### src/rtl/truth_table_sweep_checker_settle_timer.sv
// Loadable down-counter used to hold each minterm for the settle time.
// expire is high during the last enabled cycle (count has reached zero).
module truth_table_sweep_checker_settle_timer (
  input  logic       clock,
  input  logic       reset_b,
  input  logic       load,
  input  logic [3:0] load_val,
  input  logic       en,
  output logic       expire
);

  logic [3:0] count;

  // Count register: load has priority, then decrement while enabled, stop at zero.
  always_ff @(posedge clock or negedge reset_b) begin
    if (!reset_b) begin
      count <= 4'd0;
    end else if (load) begin
      count <= load_val;
    end else if (en && (count != 4'd0)) begin
      count <= count - 4'd1;
    end else begin
      count <= count;
    end
  end

  assign expire = en && (count == 4'd0);

endmodule

### config.mk
export PLATFORM = sky130hd
export DESIGN_NAME = truth_table_sweep_checker_settle_timer
export DESIGN_NICKNAME = d
export VERILOG_FILES = /design/src/rtl/truth_table_sweep_checker_settle_timer.sv
export SDC_FILE = /design/constraint.sdc
export NUM_CORES = 1
export LEC_CHECK = 0
export CAP_MARGIN = 15
export CORE_AREA = 3 3 40 42
export CTS_CLUSTER_SIZE = 14
export DETAILED_ROUTE_END_ITERATION = 12
export DIE_AREA = 0 0 43 45
export PLACE_DENSITY = 0.48
export SYNTH_ARGS = -nofsm -noshare
export SYNTH_HDL_FRONTEND = slang
export SYNTH_SLANG_ARGS = --single-unit
### constraint.sdc
create_clock -name clock -period 1.8 [get_ports clock]
set_input_delay 0.18 -clock clock [delete_from_list [all_inputs] [get_ports clock]]
set_output_delay 0.18 -clock clock [all_outputs]
set_load 0.02 [all_outputs]
==> results.txt, run 1 <==
status: completed
PD cells: 766 nW/µm²
Setup CP Type: reg -> out
htree depth: 1
core area: 1280 µm²
Final Hold Vio Count: 0
Critical Path Source Type: flip-flop
gr ovfl total: 0
post-route minimum period: 1640 ps
met1 Use GR: 0.0709
Vias per Instance: 4.69
vias in the first global route: 248
GR Util met3: 0.0120
Tcrit/Tclk final: 0.912
CP max FO: 4
maximum clock path buffer count: 2
cells along the critical path: inv_1 -> ha_1 -> nand2_1 -> nor3_1 -> dlygate4sd2_1
Fin Setup TNS: 0 ps
Overall Global Routing Usage: 0.0703
Final Instance Area: 370 µm²
largest cells by area after synthesis: dfrtp_1 (40%), inv_1 (6.0%), nor3b_1 (6.0%), nor4b_2 (6.0%), ha_1 (5.0%)
worst path required time: 1620 ps
largest register by flop count: count
Max VDD drop: 0.262 mV
hold bufs inserted after CTS: 0
1st-pass router iterations: 1
max cap viols: 0
clock skew: 1.22 ps
CTS tree: done
post-synth top area share: 0.400
Die H: 45 µm
DR WL/cell: 10.8 µm
first-pass GRT wire length: 945 µm
Final Power: 0.000284 W
setup violators final: 0
PortBufs: 8
Cell Area, Placed: 349 µm²
# DRC: 0
most used routing layer: met2
commonest cells after routing, fill and taps aside: clkdlybuf4s50_1 (7), inv_1 (4), dfrtp_1 (4)
Leak Pwr: 0.163 nW
Area Overhead vs Synth: 48.0%
GP Congestion: 0.663
HP Class: in -> async
Critical Path Slowest Stage Cell: dfrtp_1
max-slew violation count: 0
Setup crit end kind: output pin
#FFs+latches synth: 4
root buffer cell: clkbuf_4
Die W: 43 µm
Distinct cells, synth: 18
Worst-Skew Late Latency: 230 ps
CTS buffer count: 3
Slew HR: 0.780
cell family contributing the most delay on the critical path: buffers and inverters
WL final: 581 µm
fmax: 0.609 GHz
post-synth top area cell: dfrtp_1
IO Pins: 9
final layout net count: 50
Yosys warnings: 0
sequential share of the synthesized area: 0.400
Least-Margin Pin Slew: 329 ps
cell area after synthesis: 250 µm²
Mapped Avg Cell Area: 8.94 µm²
commonest non-fill, non-tap cell in the layout: clkdlybuf4s50_1
n_diodes: 0
Top Registers: count: 4 flops
vias: 253
DIE AREA: 1940 µm²
DRT iter0 DRCs: 0
critical path arrival: 1460 ps
initial antenna violation count: 0
met2 Use GR: 0.129
max reg flops: 4
clk sinks: 4
# rows: 13
clock-pin slew on the worst setup and hold paths: 40 ps
Final ANT Viol Nets: 0
Detail Placement HPWL: 507 µm
largest net degree at the start of global routing: 9
Synthesized Nets: 37
share of cells above drive strength 1: 0.103
Post-Synthesis Cells: 28
initial core utilization: 0.195
Max stage delay on crit path: 400 ps
Buf/Inv on CP: 2
unrepaired setup endpoints after global routing: no
fillers: 142
## what timing repair did
| action | in CTS | in global routing |
|---|---|---|
| endpoints found under the setup margin | 1 | 0 |
| buffers inserted | 0 | 0 |
| gates resized for setup | 1 | 0 |
## worst reg2reg max path: cells and delay by family (launching register included)
family	cells	cell delay (ps)
adder cells (fa/ha/maj)	1	230
buffers and inverters	1	60
AND/OR/NAND/NOR	3	690
flip-flops	1	380
## metal layers
| metal | up-vias | wire [µm] |
|---|---|---|
| met5 | - | 0 |
| met4 | 0 | 0 |
| met3 | 0 | 17 |
| met2 | 2 | 350 |
| met1 | 123 | 213 |
| li1 | 128 | - |
## cells by family (layout without fill, tap and decap cells)
group,count (synthesis),in the layout,synth area share
adder cells (fa/ha/maj),1,1,0.0500
AO/OA/AOI/OAI,6,6,0.155
flip-flops,4,4,0.400
AND/OR/NAND/NOR,13,13,0.335
buffers and inverters,4,15,0.0600
## final timing paths
path / start / endpoint / slack, ps / depth (start not counted)
max: count[0]$_DFFE_PN0P_ / expire / 160 / 5
min: reset_b / count[0]$_DFFE_PN0P_ / 150 / 1
max reg2reg: count[0]$_DFFE_PN0P_ / count[1]$_DFFE_PN0P_ / 370 / 5
min reg2reg: count[1]$_DFFE_PN0P_ / count[1]$_DFFE_PN0P_ / 620 / 2
max in group asynchronous: reset_b / count[3]$_DFFE_PN0P_ / 1490 / 1
min in group clock: load_val[2] / count[2]$_DFFE_PN0P_ / 510 / 3
## report_power, final
group          switching [W]   total, W  internal [W]
registers          0.0000127   0.000114      0.000102
clock network      0.0000319   0.000106     0.0000743
logic              0.0000284  0.0000632     0.0000348
total              0.0000731   0.000284      0.000211
## through the flow
step	utilization	setup slack (ps)	hold slack, ps	instances
detailed placement	0.272	44.4	392	51
CTS	0.288	142	146	54
finish	0.288	158	150	54
global route	0.288	65.0	158	54
floorplan	-	478	-116	28
global placement	0.272	95.7	387	51
## Yosys cell counts
| master | count |
|---|---|
| a21oi_1 | 1 |
| a221o_1 | 1 |
| a31oi_1 | 1 |
| and4b_1 | 1 |
| dfrtp_1 | 4 |
| ha_1 | 1 |
| inv_1 | 4 |
| nand2_1 | 3 |
| nand3_1 | 1 |
| nor2_1 | 1 |
| nor3_1 | 2 |
| nor3b_1 | 2 |
| nor4b_2 | 1 |
| o211ai_1 | 1 |
| o21ai_0 | 1 |
| o21ai_1 | 1 |
| or3_1 | 1 |
| or4_1 | 1 |
## layout make-up
type,count,area (µm²),share of cell area
sequential,4,100,0.270
inverter,4,15.0,0.0405
clock buffer,3,22.5,0.0608
timing repair buffer,8,78.8,0.213
tap,15,18.8,0.0507
multi-input combinational,20,135,0.365
(Power assumes the default switching activity.)
==> run 2, diff against run 1 <==
--- a/config.mk
+++ b/config.mk
@@ -11,6 +11,7 @@
 export DETAILED_ROUTE_END_ITERATION = 12
 export DIE_AREA = 0 0 43 45
 export PLACE_DENSITY = 0.48
+export SLEW_MARGIN = 20
 export SYNTH_ARGS = -nofsm -noshare
 export SYNTH_HDL_FRONTEND = slang
 export SYNTH_SLANG_ARGS = --single-unit
==> results of run 2 <==
Same layout as run 1: the final DEF is identical, and so are final timing and power.
